### config.mk
export PLATFORM = sky130hd
export DESIGN_NAME = pipeline_hazard_ctrl
export DESIGN_NICKNAME = d
export VERILOG_FILES = /design/src/rtl/pipeline_hazard_ctrl.sv
export SDC_FILE = /design/constraint.sdc
export NUM_CORES = 1
export LEC_CHECK = 0
export ABC_AREA = 0
export CORE_UTILIZATION = 37
export DETAILED_ROUTE_END_ITERATION = 6
export PLACE_DENSITY_LB_ADDON = 0.05
export SETUP_SLACK_MARGIN = 0.05
export SYNTH_ARGS = -nofsm -noshare
export SYNTH_HDL_FRONTEND = slang
export SYNTH_SLANG_ARGS = --single-unit
### constraint.sdc
create_clock -name clk -period 2 [get_ports clk]
set_input_delay 0.2 -clock clk [delete_from_list [all_inputs] [get_ports clk]]
set_output_delay 0.2 -clock clk [all_outputs]
set_load 0.05 [all_outputs]
### src/rtl/pipeline_hazard_ctrl.sv
// Hazard controller for a 5-stage MIPS pipeline: operand forwarding, load-use/branch bubbles,
// branch flush and a memory-wait FSM with timeout watchdog. Optional perf counters: HAZARD_PERF_CNT_EN.
module pipeline_hazard_ctrl #(
    parameter int MEM_TIMEOUT = 16,
    parameter int TO_CNT_W    = 5
) (
    input  logic       clk,
    input  logic       rst,
    input  logic [4:0] rsD,
    input  logic [4:0] rtD,
    input  logic       branchD,
    input  logic       jumpD,
    input  logic       branch_takenD,
    input  logic [4:0] rsE,
    input  logic [4:0] rtE,
    input  logic [4:0] write_reg_addrE,
    input  logic [4:0] write_reg_addrM,
    input  logic [4:0] write_reg_addrW,
    input  logic       reg_writeE,
    input  logic       reg_writeM,
    input  logic       reg_writeW,
    input  logic       mem_to_regE,
    input  logic       mem_to_regM,
    input  logic       mem_reqM,
    input  logic       dm_ready,
    output logic [1:0] fwdAE,
    output logic [1:0] fwdBE,
    output logic       fwdAD,
    output logic       fwdBD,
    output logic       stallF,
    output logic       stallD,
    output logic       stallE,
    output logic       stallM,
    output logic       flushD,
    output logic       flushE,
    output logic       flushW,
    output logic       mem_busy,
`ifdef HAZARD_PERF_CNT_EN
    output logic [31:0] perf_stall_cycles,
    output logic [31:0] perf_flushes,
`endif
    output logic       err_timeout
);

    typedef enum logic {RUN, MEM_WAIT} state_t;

    localparam logic [TO_CNT_W-1:0] TO_MAX = TO_CNT_W'(MEM_TIMEOUT);

    state_t              state_q, state_d;
    logic [TO_CNT_W-1:0] cnt_q, cnt_d;
    logic                err_q, err_d;
    logic                lwstall, brstall, memstall;
    logic                wrM_ok, wrW_ok, wrE_ok;

    assign wrE_ok = write_reg_addrE != 5'd0;
    assign wrM_ok = reg_writeM && write_reg_addrM != 5'd0;
    assign wrW_ok = reg_writeW && write_reg_addrW != 5'd0;

    // MEM result is younger than WB, so it wins when both match.
    always_comb begin
        fwdAE = 2'b00;
        fwdBE = 2'b00;
        if (wrM_ok && write_reg_addrM == rsE)      fwdAE = 2'b10;
        else if (wrW_ok && write_reg_addrW == rsE) fwdAE = 2'b01;
        if (wrM_ok && write_reg_addrM == rtE)      fwdBE = 2'b10;
        else if (wrW_ok && write_reg_addrW == rtE) fwdBE = 2'b01;
    end

    assign fwdAD = wrM_ok && write_reg_addrM == rsD;
    assign fwdBD = wrM_ok && write_reg_addrM == rtD;

    assign lwstall  = mem_to_regE && wrE_ok &&
                      (write_reg_addrE == rsD || write_reg_addrE == rtD);
    assign brstall  = branchD &&
                      ((reg_writeE && wrE_ok &&
                        (write_reg_addrE == rsD || write_reg_addrE == rtD)) ||
                       (mem_to_regM && write_reg_addrM != 5'd0 &&
                        (write_reg_addrM == rsD || write_reg_addrM == rtD)));
    assign memstall = mem_reqM && !dm_ready;

    always_ff @(posedge clk or posedge rst) begin
        if (rst) begin
            state_q <= RUN;
            cnt_q   <= '0;
            err_q   <= 1'b0;
        end else begin
            state_q <= state_d;
            cnt_q   <= cnt_d;
            err_q   <= err_d;
        end
    end

    // The watchdog only flags; the wait continues until memory answers.
    always_comb begin
        state_d = state_q;
        cnt_d   = '0;
        err_d   = err_q;
        case (state_q)
            RUN: begin
                if (memstall) state_d = MEM_WAIT;
            end
            MEM_WAIT: begin
                if (dm_ready) state_d = RUN;
                cnt_d = (cnt_q == TO_MAX) ? cnt_q : cnt_q + 1'b1;
                if (cnt_d == TO_MAX) err_d = 1'b1;
            end
            default: state_d = RUN;
        endcase
    end

    always_comb begin
        stallF = 1'b0;
        stallD = 1'b0;
        stallE = 1'b0;
        stallM = 1'b0;
        flushD = 1'b0;
        flushE = 1'b0;
        flushW = 1'b0;
        if (rst) begin
            stallF = 1'b0;
        end else if (memstall) begin
            stallF = 1'b1;
            stallD = 1'b1;
            stallE = 1'b1;
            stallM = 1'b1;
            flushW = 1'b1;
        end else if (lwstall || brstall) begin
            stallF = 1'b1;
            stallD = 1'b1;
            flushE = 1'b1;
        end else if ((branchD && branch_takenD) || jumpD) begin
            flushD = 1'b1;
        end
    end

    assign mem_busy    = state_q == MEM_WAIT;
    assign err_timeout = err_q;

`ifdef HAZARD_PERF_CNT_EN
    logic [31:0] perf_stall_q, perf_stall_d;
    logic [31:0] perf_flush_q, perf_flush_d;

    always_comb begin
        perf_stall_d = perf_stall_q + {31'd0, stallF};
        perf_flush_d = perf_flush_q + {31'd0, flushD | flushE};
    end

    always_ff @(posedge clk or posedge rst) begin
        if (rst) begin
            perf_stall_q <= '0;
            perf_flush_q <= '0;
        end else begin
            perf_stall_q <= perf_stall_d;
            perf_flush_q <= perf_flush_d;
        end
    end

    assign perf_stall_cycles = perf_stall_q;
    assign perf_flushes      = perf_flush_q;
`endif

endmodule
Word level (Yosys, flattened, before mapping)
Index checks and enable logic that the tools add are counted.

Flip-flop bits (word level): 7. Bits of input ports: 47. Word-level logic and storage cells: 61.

Add/sub/neg operators: 1. Equal/unequal tests: 10. Mux-type cells: 19. Bitwise logic cells: 1. Reduce and logical (&&, ||, !) cells: 27.

Operators by type and width (count): equality test 5 bit (8); logical AND 1 bit (17); nonzero test 5 bit (3); 2-to-1 mux 1 bit (14); equality test 5 bit (second input constant) (2); 2-to-1 mux 5 bit (2); adder 5 x 1 -> 5 bit (second input constant) (1); logical OR 1 bit (5); 2-to-1 mux 2 bit (2); one-hot mux 1 bit (2 select lines) (1); AND reduction 2 bit (1); zero test 1 bit (1); NOT 1 bit (1).

Logic depth before layout (Yosys ltp)
Depth in word-level cells: 9. Gate-level depth with buffers: 8.

Worst setup path before layout
Ideal clock, no wire load.

Kind: input -> output. Start point: input port write_reg_addrM[0]. End point: output port stallF. Arrival time: 2153 ps. Required time: 1800 ps. Slack: -353 ps. Stages on the path: 7. Buffers on the path: 2. Cells stage by stage: buf_2 > xor2_1 > nor3_1 > nand3_1 > a21o_1 > a31oi_1 > buf_4.

Word-level cells in the longest chain between the ends: 9. Elaborated cells on any way between the ends: 12. Classes of those cells: eq/ne: 2; mux: 3; reduce/logical: 7.

RTL lines: start, declared (RTL line 17) `input logic [4:0] write_reg_addrM,`; equality test 5 bit / nonzero test 5 bit (equally long branches) (RTL line 78, 77); logical OR 1 bit / logical AND 1 bit (equally long branches) (RTL line 78, 77); logical AND 1 bit * (RTL line 77) `(mem_to_regM && write_reg_addrM != 5'd0 &&`; logical OR 1 bit * (RTL line 76) `(write_reg_addrE == rsD || write_reg_addrE == rtD)) ||`; logical AND 1 bit * (RTL line 74) `assign brstall = branchD &&`; logical OR 1 bit * (RTL line 127) `end else if (lwstall || brstall) begin`; 2-to-1 mux 1 bit * (3 in series); end, declared (RTL line 30) `output logic stallF,`.

Mark *: on every way between the ends. The rest lies on a longest branch, timed or not.

Worst setup path after layout
Start point: input port rtD[1]. End point: output port flushD.

Word-level cells in the longest chain between the ends: 9. Elaborated cells on any way between the ends: 13. Classes of those cells: eq/ne: 2; mux: 3; reduce/logical: 8.

RTL lines: start, declared (RTL line 10) `input logic [4:0] rtD,`; equality test 5 bit (on tied branches) (RTL line 73, 76, 78); logical OR 1 bit (on tied branches) (RTL line 73, 76, 78); logical AND 1 bit (on tied branches) (RTL line 75, 77); logical OR 1 bit (RTL line 76); logical AND 1 bit (RTL line 74); logical OR 1 bit * (RTL line 127); 2-to-1 mux 1 bit * (RTL line 127); 2-to-1 mux 1 bit * (RTL line 121) `end else if (memstall) begin`; 2-to-1 mux 1 bit * (RTL line 119) `if (rst) begin`; end, declared (RTL line 34) `output logic flushD,`.

Marked as above.

==> flow_metrics.env <==
export IMPL_status="finished clean"
export IMPL_num_io_pins=62
export IMPL_drv_slew=0
export IMPL_fillers=184
export IMPL_post_route_min_period_ps=1900
export IMPL_grt_overflow_total=0
export IMPL_relSlewSlack_pct=65.4
export IMPL_max_stage_delay_ps=520
export IMPL_max_cap_violations=0
export IMPL_yosys_area_top_type="xor2_1"
export IMPL_clock_tree_root_cell="clkbuf_4"
export IMPL_final_cell_mix="24 x xor2_1, 21 x clkdlybuf4s50_1, 20 x dlygate4sd2_1"
export IMPL_clkTransAtPathRegs_ps=60
export IMPL_avgViaCountPerCell=4.99
export IMPL_seq_area_um2=175
export IMPL_drive_above_1_share_pct=25.0
export IMPL_ys_ff_latch=7
export IMPL_die_h_um=54.6
export IMPL_fp_dieW_um=54.6
export IMPL_cts_sinks=7
export IMPL_grt_max_degree=8
export IMPL_post_place_ws_ps=-160
export IMPL_end_kind="output port"
export IMPL_syn_area_um2=1020
export IMPL_max_freq_mhz=527
export IMPL_antenna_found_initial=0
export IMPL_p_per_area_nw_per_um2=329
export IMPL_layout_setup_ws_ps=103
export IMPL_wirelength_mm=3.07
export IMPL_netlist_instances=124
export IMPL_hold_class="primary input to asynchronous set/reset pin"
export IMPL_ys_warnings_count=0
export IMPL_yosys_cell_types_count=28
export IMPL_fin_skew_ps=8.48
export IMPL_postRouteAntennaNets=0
export IMPL_worst_pin_slew_ps=517
export IMPL_clock_path_buffers=2
export IMPL_syn_avg_cell_area_um2=8.24
export IMPL_vdd_drop_max_mv=0.388
export IMPL_crit_slowest_cell="clkdlybuf4s50_1"
export IMPL_syn_nets=173
export IMPL_fin_cells=230
export IMPL_drtPass1Iterations=4
export IMPL_initial_utilization_pct=40.2
export IMPL_synth_seq_area_share_pct=17.1
export IMPL_place_inst=225
export IMPL_hold_violations=0
export IMPL_multi_input_area_um2=851
export IMPL_area_growth_pct=93.4
export IMPL_vias=1148
export IMPL_antenna_cells=0
export IMPL_io_buffer_count=61
export IMPL_required_ps=1800
export IMPL_clk_latency_ps=270
export IMPL_path_class="primary input to output port"
export IMPL_cp_max_fo=3
export IMPL_gp_congestion=0.745
export IMPL_wire_per_inst_um=13.4
export IMPL_ctsHtreeMaxLevel=1
export IMPL_grt_pass1_wl_mm=4.86
export IMPL_cp_data_arrival_time_ps=1700
export IMPL_die_area_um2=2980
export IMPL_crit_chain="clkdlybuf4s50_1 > xor2_1 > nor3_2 > o21ai_2 > and4bb_1 > buf_6"
export IMPL_cts_made_buffers=3
export IMPL_synthTopCellsByArea="xor2_1 21%, dfrtp_1 17%, xnor2_1 16%"
export IMPL_nets=250
export IMPL_yosysTopAreaCellShare_pct=20.6
export IMPL_dp_final_hpwl_mm=2.69
export IMPL_grt_util_all_layers_pct=23.3
export IMPL_row_count=18
export IMPL_mostFrequentLayoutCell="xor2_1"
export IMPL_grt_pass1_vias=1212
export IMPL_setup_viol=0
export IMPL_timing_final_crit_share_pct=94.8
export IMPL_startpoint_type="primary input"
export IMPL_reg2regPathDepth=5
export IMPL_drt_initial_drc_count=11
export IMPL_core_area_um2=2540
export IMPL_drc=0
export IMPL_cts_tree="built"
export IMPL_rsz0062_at_grt="false"
export IMPL_leakage_nw=0.873
-- through the flow --
stage          utilization (%)  total power [mW]  hold WS [ps]  cell area [um^2]  setup TNS [ps]
3_5_place_dp              74.8             0.520           460              1900            -969
4_1_cts                   76.6             0.660           324              1950               0
3_3_place_gp              74.8             0.509           459              1900            -537
6_report                  77.7             0.651           326              1980               0
5_1_grt                   77.7             0.696           372              1980               0
2_1_floorplan                -             0.329          11.4              1060           -45.2
-- area by class of cell --
type	instances	area share, %
clock buffers	4	1.33
inverters	3	0.570
multi-input cells	105	43.0
flip-flops and latches	7	8.86
well taps	30	1.90
repair buffers	81	44.3
-- sequential cells by signal, indices dropped and copies added (netlist names) --
name / count
mem_busy: 1
err_timeout: 1
cnt_q: 5
-- cells in the mapped netlist, drive strengths merged --
cell type	n
nor2	10
a31oi	1
nor2b	1
buf	9
nor4	4
or4	3
xnor2	19
and2	3
and3	1
nand3	9
nand4bb	1
xor2	25
nor3	6
and4bb	1
o21ai	3
inv	3
a21o	1
mux2	1
dfrtp	7
ha	2
a21oi	8
nand2	4
nand2b	1
a31o	1
-- kinds of logic after synthesis --
group / Yosys count / synth area share (%)
xor+xnor: 44 / 38.4
fa+ha+maj: 2 / 2.45
compound gates: 14 / 7.59
mux: 1 / 1.10
flops: 7 / 17.1
simple gates: 44 / 25.6
buf+inv: 12 / 7.71
-- report_power, final --
part	switching, mW	internal [mW]	leakage [nW]
sequential	0.00563	0.146	0.0948
combinational	0.173	0.189	0.763
clock	0.0602	0.0766	0.0150
-- timing repair --
item                                    in CTS  in global routing
pin swaps                                    9                 11
endpoints found under the setup margin       9                  6
hold buffers                                 0                  0
buffers inserted                             0                  1
gates resized for setup                     33                  7
-- layer usage --
| metal | track usage (%) | part of all wire (%) |
|---|---|---|
| met2 | 47.0 | 54 |
| met3 | 8.61 | 7.9 |
| met4 | 6.41 | 0.85 |
| met1 | 21.2 | 37 |
| met5 | 0 | 0 |
-- final timing paths --
kind | from | slack [ps] | endpoint
setup / recovery | rtD[1] | 100 | flushD
hold / removal | rst | 330 | cnt_q[4]$_DFF_PP0_
setup reg to reg | cnt_q[0]$_DFF_PP0_ | 260 | err_timeout$_DFFE_PP0P_
hold reg to reg | err_timeout$_DFFE_PP0P_ | 470 | err_timeout$_DFFE_PP0P_
max in group asynchronous | rst | 1540 | cnt_q[1]$_DFF_PP0_
min in group clk | err_timeout$_DFFE_PP0P_ | 470 | err_timeout$_DFFE_PP0P_
-- critical path: cells and delay by family --
| family | cells | cell delay [ps] |
|---|---|---|
| buf+inv | 2 | 690 |
| simple gates | 2 | 340 |
| compound gates | 1 | 240 |
| xor+xnor | 1 | 220 |
(Power assumes the default switching activity.)
